<file path="src/rtl/sipo_vec_loader.sv">
`default_nettype none
// ============================================================================
// Module  : sipo_vec_loader
// Brief   : Assembles a byte stream into NINPUTS words of IWIDTH bits (LSB
//           byte first) and presents them as a parallel vector with
//           valid/ready. Optional inter-byte timeout via SIPO_TIMEOUT_EN.
// Revision: 1.0 - initial release
// ============================================================================
module sipo_vec_loader #(
    parameter int IWIDTH         = 10,
    parameter int NINPUTS        = 8,
    parameter int TIMEOUT_CYCLES = 100000
) (
    input  logic                       clk,
    input  logic                       rst,
    input  logic [7:0]                 rx_data,
    input  logic                       rx_valid,
    input  logic                       vec_ready,
    output logic [IWIDTH-1:0]          vec_out [NINPUTS-1:0],
    output logic                       vec_valid,
    output logic [$clog2(NINPUTS)-1:0] word_idx,
    output logic                       overrun
);

    localparam int c_BPW  = (IWIDTH + 7) / 8;
    localparam int c_BCW  = (c_BPW > 1) ? $clog2(c_BPW) : 1;
    localparam int c_EXTW = 8 * c_BPW;
    localparam int c_IDXW = $clog2(NINPUTS);
    localparam logic [c_BCW-1:0]  c_LAST_BYTE = c_BCW'(c_BPW - 1);
    localparam logic [c_IDXW-1:0] c_LAST_WORD = c_IDXW'(NINPUTS - 1);

    if (IWIDTH < 1 || IWIDTH > 32) begin : g_bad_iwidth
        $error("sipo_vec_loader: IWIDTH must be in 1..32");
    end
    if (NINPUTS < 2) begin : g_bad_ninputs
        $error("sipo_vec_loader: NINPUTS must be at least 2");
    end
    if (TIMEOUT_CYCLES < 1) begin : g_bad_timeout
        $error("sipo_vec_loader: TIMEOUT_CYCLES must be at least 1");
    end

    typedef enum logic [0:0] {
        ST_COLLECT = 1'b0,
        ST_HOLD    = 1'b1
    } state_t;

    state_t             r_state;
    logic [c_BCW-1:0]   r_byte_cnt;
    logic [IWIDTH-1:0]  r_asm;
    logic [IWIDTH-1:0]  w_word;
    logic               w_to_fire;

    // Bits of the incoming byte beyond IWIDTH fall off in the truncating cast.
    always_comb begin
        w_word = r_asm | IWIDTH'(c_EXTW'(rx_data) << {r_byte_cnt, 3'b000});
    end

`ifdef SIPO_TIMEOUT_EN
    localparam int c_TOW = ($clog2(TIMEOUT_CYCLES) > 0) ? $clog2(TIMEOUT_CYCLES) : 1;
    logic [c_TOW-1:0] r_to_cnt;
    logic             w_partial;

    always_comb begin
        w_partial = (r_byte_cnt != '0) || (word_idx != '0);
        w_to_fire = (r_state == ST_COLLECT) && !rx_valid && w_partial &&
                    (r_to_cnt == c_TOW'(TIMEOUT_CYCLES - 1));
    end

    always_ff @(posedge clk) begin
        if (rst) begin
            r_to_cnt <= '0;
        end else if (r_state != ST_COLLECT || rx_valid || w_to_fire) begin
            r_to_cnt <= '0;
        end else if (w_partial) begin
            r_to_cnt <= r_to_cnt + 1'b1;
        end
    end
`else
    always_comb begin
        w_to_fire = 1'b0;
    end
`endif

    always_ff @(posedge clk) begin
        if (rst) begin
            r_state    <= ST_COLLECT;
            for (int i = 0; i < NINPUTS; i++) begin
                vec_out[i] <= '0;
            end
            vec_valid  <= 1'b0;
            word_idx   <= '0;
            overrun    <= 1'b0;
            r_byte_cnt <= '0;
            r_asm      <= '0;
        end else begin
            case (r_state)
                ST_COLLECT: begin
                    if (rx_valid) begin
                        if (r_byte_cnt == c_LAST_BYTE) begin
                            vec_out[word_idx] <= w_word;
                            r_byte_cnt        <= '0;
                            r_asm             <= '0;
                            if (word_idx == c_LAST_WORD) begin
                                word_idx  <= '0;
                                vec_valid <= 1'b1;
                                r_state   <= ST_HOLD;
                            end else begin
                                word_idx <= word_idx + 1'b1;
                            end
                        end else begin
                            r_asm      <= w_word;
                            r_byte_cnt <= r_byte_cnt + 1'b1;
                        end
                    end else if (w_to_fire) begin
                        // Abandon the partial vector; stored elements stay as they are.
                        r_byte_cnt <= '0;
                        r_asm      <= '0;
                        word_idx   <= '0;
                    end
                end
                ST_HOLD: begin
                    if (rx_valid) begin
                        overrun <= 1'b1;
                    end
                    if (vec_ready) begin
                        vec_valid <= 1'b0;
                        r_state   <= ST_COLLECT;
                    end
                end
                default: begin
                    r_state <= ST_COLLECT;
                end
            endcase
        end
    end

endmodule
`default_nettype wire

</file>
<file path="config.mk">
export PLATFORM = sky130hd
export DESIGN_NAME = sipo_vec_loader
export DESIGN_NICKNAME = d
export VERILOG_FILES = /design/src/rtl/sipo_vec_loader.sv
export SDC_FILE = /design/constraint.sdc
export NUM_CORES = 1
export LEC_CHECK = 0
export ABC_AREA = 0
export BUFFER_PORTS_ARGS = -buffer_cell sky130_fd_sc_hd__buf_2
export CAP_MARGIN = 20
export CORE_AREA = 2 2 64 127
export DETAILED_ROUTE_END_ITERATION = 8
export DIE_AREA = 0 0 66 129
export HOLD_SLACK_MARGIN = 0.05
export PLACE_DENSITY = 0.78
export SLEW_MARGIN = 20
export SYNTH_ARGS = -nofsm -noshare
export SYNTH_HDL_FRONTEND = slang
export SYNTH_SLANG_ARGS = --single-unit
</file>
<file path="constraint.sdc">
create_clock -name clk -period 1.55 [get_ports clk]
set_input_delay 0 -clock clk [delete_from_list [all_inputs] [get_ports clk]]
set_output_delay 0 -clock clk [all_outputs]
set_load 0.02 [all_outputs]
</file>
==> summary.md, run 1 <==
| Metric | Value |
|---|---|
| Skew final | 0.00594 ns |
| Area leader, netlist | dfxtp_1 |
| Worst-path maximum fanout | 10 |
| Outcome | completed |
| Clock power share | 0.467 |
| Number of diodes | 0 |
| Core area | 7540 um^2 |
| Routed WL | 9140 um |
| Number of global-route vias before repair | 2846 |
| Initial antenna violation count | 0 |
| Seq/Total Area, Yosys | 0.499 |
| Worst-path clk slew | 0.06 ns |
| CP Capture Type | flop |
| Die W | 66 um |
| Post-DP Area | 4480 um^2 |
| Final hold violation count | 0 |
| Die area | 8510 um^2 |
| Reg2reg path depth | 3 |
| Critical-path top delay cell | dfxtp_1 |
| Setup Viol. Count Final | 0 |
| Flops & latches, synth | 97 |
| Leak | 0.00255 uW |
| Synthesized area | 3890 um^2 |
| Avg Inst Size Synth | 10.9 um^2 |
| Share of layout cells above drive strength 1 | 0.301 |
| Slew Limit Headroom | 0.666 |
| WL/cell | 16.2 um |
| CP peak stage delay | 0.46 ns |
| RSZ-0062 raised after global routing | false |
| Synth Warn # | 0 |
| Crit path DAT | 1.73 ns |
| Worst-path cell chain | nand4b_2 > nor2b_4 > mux2i_1 |
| Post-CTS setup-driven buffer insertion count | 0 |
| CP Class | reg -> reg |
| Power, Total | 5490 uW |
| Post-Syn Nets | 370 |
| Worst skew pair latency | 0.34 ns |
| Area of the multi-input gates | 1790 um^2 |
| Slew @ Worst Pin | 0.501 ns |
| Die height | 129 um |
| Most common cell in the netlist | dfxtp_1 |
| Tcrit/Tclk final | 0.944 |
| Port Buffer Count | 96 |
| Syn Inst Count | 356 |
| CP Launch Type | flop |
| Final Cell Area | 4930 um^2 |
| Drc violations | 0 |
| Post-synth EDFFs | 0 |
| Post-DRT Antenna Nets | 0 |
| Total grt overflow | 0 |
| Filler Cells Inserted | 613 |
| CTS sink cnt | 97 |
| Final Critical Period | 1.46 ns |
| Top-area cell type share of the netlist area | 0.499 |
| Area Growth Syn to Fin | 26.6% |
| Logic gate share of total power | 0.069 |
| Leading post-synthesis cells by cell area | dfxtp_1 (50%), mux2i_1 (21%), nand2b_1 (13%), a21oi_1 (1.9%), buf_6 (1.4%) |
| Via count | 2896 |
| Largest net degree at the start of global routing | 54 |
| Hold EP | vec_out[50]$_SDFFE_PP0P_ |
| Clock buffer depth | 2 |
| First-pass GRT wire length | 14500 um |
| Synth unique cells | 31 |
| Reg area | 1940 um^2 |
| H-tree levels | 3 |
| Hold Crit Depth | 3 |
| Worst path required time | 1.82 ns |
| Ys async rst share | 0 |
| RD Place Congestion | 0.785 |
| Post-synth top cells | dfxtp_1 (97), nand2b_1 (82), mux2i_1 (80) |
| Max Slew Vio Count | 0 |
| Internal power | 4320 uW |
| Root buffer cell | clkbuf_16 |
| # rows | 45 |
| IR drop worst, VDD | 0.678 mV |
| Proportion of power drawn by flip-flops and latches | 0.464 |
| Post-detail-place hpwl | 6300 um |
| Total track usage | 0.229 |
| R2r endpoint | vec_out[36]$_SDFFE_PP0P_ |
| Total CTS buffers | 9 |
| Max capacitance violation total | 0 |
| Total Nets Final | 481 |
| IO Pins | 97 |
| R2R Path Start | word_idx[0]$_SDFFE_PP0P_ |
| Setup total negative slack | 0 ns |
| FF-to-FF setup slack | 0.09 ns |
| 1st-pass router iterations | 6 |
| Initial core utilization | 0.516 |
| CTS tree | yes |
| Min-delay src | rst |
| Fmax | 684 MHz |
| Net switching power | 1180 uW |
| Vias per std cell | 5.12 |
| Synth Flop Type | dfxtp_1 |
| Initial detailed-routing violation count | 150 |
| Hold Crit Class | in -> reg |
| PwrDens | 1110 nW/um^2 |
| Switching portion of total power | 0.215 |
==> layout by cell type (no fill, tap or decap) <==
cell           synthesis  final
o21bai_1               6      6
bufinv_16              0      3
nand4_1                1      1
nor2_1                13     13
xnor2_1                1      1
clkinvlp_4             0      2
nand2_4                2      2
mux2i_1               80     80
or3_1                  1      1
nand2_1                3      3
nand3_2                1      1
clkbuf_16              0      9
nor2b_4                1      1
a21oi_1               15     15
ha_1                   2      2
dlygate4sd3_1          0     10
a221oi_1               1      1
inv_6                  0      1
and2b_2                1      1
inv_1                  3      3
nand4b_2               1      1
nor2_8                 1      1
buf_4                  2     15
clkbuf_8               0      1
nor2b_1                9      9
buf_12                 1      1
nand2_2                1      1
o21bai_2               2      2
or2_2                  2      2
nand3_1                5      5
and4bb_2               2      2
nand2b_1              82     82
nand3b_1               1      1
dfxtp_1               97     97
buf_2                  3     96
==> per-stage QoR <==
stage,cells,hold slack [ns],setup WS (ns),util
2_1_floorplan,356,0.115,0.210,-
3_3_place_gp,540,0.222,0.214,0.594
3_5_place_dp,540,0.223,0.111,0.594
4_1_cts,566,0.227,0.0848,0.654
5_1_grt,566,0.261,0.00603,0.654
6_report,566,0.240,0.0871,0.654
==> worst max-delay path by stage <==
stage | startpoint | endpoint | slack, ns | cells after the start
after global placement | r_state$_SDFF_PP0_ | vec_out[33]$_SDFFE_PP0P_ | 0.21 | 3
after CTS | word_idx[0]$_SDFFE_PP0P_ | vec_out[36]$_SDFFE_PP0P_ | 0.08 | 3
after global routing | word_idx[0]$_SDFFE_PP0P_ | vec_out[39]$_SDFFE_PP0P_ | 0.006 | 3
final | word_idx[0]$_SDFFE_PP0P_ | vec_out[36]$_SDFFE_PP0P_ | 0.09 | 3
after floorplan | word_idx[0]$_SDFFE_PP0P_ | vec_out[51]$_SDFFE_PP0P_ | 0.21 | 4
after detailed placement | word_idx[0]$_SDFFE_PP0P_ | vec_out[36]$_SDFFE_PP0P_ | 0.11 | 3
==> power groups by stage <==
stage | combinational [uW] | sequential (uW) | clock [uW]
after floorplan | 217 | 2620 | 0
after global placement | 352 | 2600 | 0
after detailed placement | 359 | 2610 | 0
after CTS | 380 | 2550 | 2610
after global routing | 407 | 2550 | 2720
final | 380 | 2550 | 2570
==> critical path, delay by kind of cell, from the launching register on <==
family,cells,cell delay (ns)
and+or+nand+nor,2,0.66
DFF,1,0.46
muxes,1,0.26
==> state kept, by name (all words and copies together) (netlist names) <==
name and cells:
overrun 1, r_state 1, r_byte_cnt 1, vec_valid 1
r_asm 10, word_idx 3, vec_out 80
==> timing repair <==
| item | 4_1_cts | 5_1_grt |
|---|---|---|
| endpoints found under the hold margin | 11 | 0 |
| resized for setup | 0 | 0 |
| hold buffers | 10 | 0 |
==> final cells by class <==
class                           count  share of cell area
Clock buffer                       10              0.0485
Clock inverter                      6              0.0231
Inverter                            3             0.00228
Multi-Input combinational cell    234               0.364
Sequential cell                    97               0.394
Tap cell                           94              0.0239
Timing Repair Buffer              122               0.145
==> cells by family (layout without fill, tap and decap cells) <==
family,count (synthesis),after routing,share of synthesized area
compound gates,24,24,0.0389
xor+xnor,1,1,0.00225
fa+ha+maj,2,2,0.00642
buf+inv,25,141,0.0408
flops,97,97,0.499
mux,80,80,0.206
simple gates,127,127,0.208
==> metal layers <==
layer / global-route usage / vias up / routed length, um
met3: 0.0490 / 16 / 395
met1: 0.265 / 1397 / 3680
met5: 0 / - / 0
li1: - / 1410 / -
met4: 0.112 / 0 / 263
met2: 0.391 / 73 / 4810
Note: power is estimated with default switching activity, not from simulation.
==> inputs of run 2 (changes only) <==
--- a/config.mk
+++ b/config.mk
@@ -9,10 +9,12 @@
 export BUFFER_PORTS_ARGS = -buffer_cell sky130_fd_sc_hd__buf_2
 export CAP_MARGIN = 20
 export CORE_AREA = 2 2 64 127
+export CTS_BUF_LIST = sky130_fd_sc_hd__clkbuf_16
 export DETAILED_ROUTE_END_ITERATION = 8
 export DIE_AREA = 0 0 66 129
 export HOLD_SLACK_MARGIN = 0.05
 export PLACE_DENSITY = 0.78
+export RECOVER_POWER = 100
 export SLEW_MARGIN = 20
 export SYNTH_ARGS = -nofsm -noshare
 export SYNTH_HDL_FRONTEND = slang
==> run 2 against run 1 <==
Net effect: maximum frequency decreased by 1.6%; clock skew about the same; clock power decreased by 2%; critical path type unchanged; sequential power about the same; first-iteration DRC count decreased by 13%; largest power group is now registers; global-route usage decreased by 0.14 points; hold slack improved by 0.0075 ns; critical path depth increased by 1.
==> summary.md, run 2 (synthesized netlist as in run 1, its figures left out) <==
| Metric | Value |
|---|---|
| Post-detail-place hpwl | 6300 um |
| Pre-CTS setup slack | 0.111 ns |
| H-tree levels | 3 |
| Via count | 2897 |
| 1st-pass router iterations | 4 |
| Post-DRT Antenna Nets | 0 |
| Proportion of power drawn by flip-flops and latches | 0.469 |
| Biggest regs | vec_out (80), r_asm (10), word_idx (3) |
| Drc violations | 0 |
| Worst-path maximum fanout | 10 |
| Max capacitance violation total | 0 |
| CTS sink cnt | 97 |
| Net switching power | 1170 uW |
| Logic gate share of total power | 0.068 |
| Number of global-route vias before repair | 2848 |
| Reg2reg path depth | 4 |
| Slew @ Worst Pin | 0.801 ns |
| WL/cell | 16.1 um |
| Crit path DAT | 1.75 ns |
| Most common cell after layout, fill and taps aside | dfxtp_1 |
| Hold-fix buffer count after cts | 10 |
| Setup Viol. Count Final | 0 |
| Final hold violation count | 0 |
| CP Capture Type | flop |
| # rows | 45 |
| FF-to-FF setup slack | 0.06 ns |
| Worst path required time | 1.82 ns |
| IR drop worst, VDD | 0.681 mV |
| IO Pins | 97 |
| Filler Cells Inserted | 675 |
| Die W | 66 um |
| CP Class | reg -> reg |
| Switching portion of total power | 0.216 |
| First-pass GRT wire length | 14500 um |
| Final Critical Period | 1.49 ns |
| Tcrit/Tclk final | 0.960 |
| Hold Crit Class | in -> reg |
| Resized cells post-CTS | 0 |
| Min-delay src | rst |
| Area Growth Syn to Fin | 22.2% |
| Core area | 7540 um^2 |
| Initial detailed-routing violation count | 130 |
| Total CTS buffers | 9 |
| Final worst slack | 0.0627 ns |
| RD Place Congestion | 0.785 |
| Vias per std cell | 5.12 |
| PwrDens | 1140 nW/um^2 |
| Die area | 8510 um^2 |
| Clock power share | 0.463 |
| Post-CTS setup-driven buffer insertion count | 0 |
| Max Slew Vio Count | 0 |
| R2R Path Start | r_state$_SDFF_PP0_ |
| Slew Limit Headroom | 0.466 |
| Outcome | completed |
| Register with the most flip-flops | vec_out |
| Root buffer cell | clkbuf_16 |
| RSZ-0062 raised after global routing | false |
| Total grt overflow | 0 |
| Worst skew pair latency | 0.34 ns |
| Routed WL | 9120 um |
| Leak | 0.00208 uW |
| Most frequent cells in the layout | dfxtp_1 (97), clkbuf_1 (85), nand2b_1 (82), mux2i_1 (80), a21oi_1 (15) |
| R2r endpoint | vec_out[57]$_SDFFE_PP0P_ |
| CP Launch Type | flop |
| Largest net degree at the start of global routing | 54 |
| Setup total negative slack | 0 ns |
| Initial core utilization | 0.516 |
| CTS tree | yes |
| Total track usage | 0.227 |
| Fmax | 672 MHz |
| Largest register FFs | 80 |
| Die height | 129 um |
| Clock buffer depth | 2 |
| Hold Crit Depth | 3 |
| Hold EP | vec_out[50]$_SDFFE_PP0P_ |
| Share of layout cells above drive strength 1 | 0.114 |
| Number of diodes | 0 |
| Initial antenna violation count | 0 |
| Total Nets Final | 481 |
| Skew final | 0.00553 ns |
| Port Buffer Count | 96 |
| Worst-path clk slew | 0.06 ns |
| Internal power | 4260 uW |
| Power, Total | 5430 uW |
==> run 2: changes by cell type in the layout (fill, tap and decap cells not counted), sizes merged <==
cell,delta
buf,-90
clkinv,+1
clkbuf,+89
==> run 2: worst max-delay path by stage <==
| stage | start | to | slack (ns) | cells past startpoint |
|---|---|---|---|---|
| floorplan | word_idx[0]$_SDFFE_PP0P_ | vec_out[51]$_SDFFE_PP0P_ | 0.21 | 4 |
| global placement | r_state$_SDFF_PP0_ | vec_out[33]$_SDFFE_PP0P_ | 0.21 | 3 |
| detailed placement | word_idx[0]$_SDFFE_PP0P_ | vec_out[36]$_SDFFE_PP0P_ | 0.11 | 3 |
| CTS | word_idx[0]$_SDFFE_PP0P_ | vec_out[36]$_SDFFE_PP0P_ | 0.08 | 3 |
| global route | r_state$_SDFF_PP0_ | vec_out[53]$_SDFFE_PP0P_ | 0.004 | 4 |
| finish | r_state$_SDFF_PP0_ | vec_out[57]$_SDFFE_PP0P_ | 0.06 | 4 |
==> run 2: critical path, stage by stage (launching register included) <==
cell	delay [ns]
dfxtp_1	0.44
and4bb_2	0.30
nand3_1	0.09
clkbuf_2	0.33
mux2i_1	0.25
==> run 2: power groups by stage <==
stage	registers, uW	logic (uW)	clock network [uW]
finish	2550	368	2510
global route	2550	394	2670
CTS	2550	380	2560
detailed placement	2610	359	0
global placement	2600	352	0
floorplan	2620	217	0
==> run 2: final cells by class <==
cell class,count,area (um^2),share of cell area
repair buffers,122,579,0.122
well taps,94,118,0.0247
flip-flops and latches,97,1940,0.408
clock inverters,7,118,0.0247
clock buffers,9,225,0.0473
multi-input cells,234,1770,0.371
inverters,3,11.3,0.00237
==> run 2: metrics by stage <==
| stage | instances | hold WS, ns | util | area (um^2) |
|---|---|---|---|---|
| floorplan | 356 | 0.115 | - | 3890 |
| global placement | 540 | 0.222 | 0.594 | 4480 |
| detailed placement | 540 | 0.223 | 0.594 | 4480 |
| CTS | 566 | 0.227 | 0.652 | 4920 |
| global route | 566 | 0.260 | 0.631 | 4760 |
| finish | 566 | 0.248 | 0.631 | 4760 |
==> run 2: per-layer routing <==
layer | track usage | vias to the layer above | part of all wire
met5 | 0 | - | 0
li1 | - | 1408 | -
met3 | 0.0472 | 19 | 0.036
met4 | 0.110 | 0 | 0.030
met1 | 0.265 | 1406 | 0.42
met2 | 0.389 | 64 | 0.52
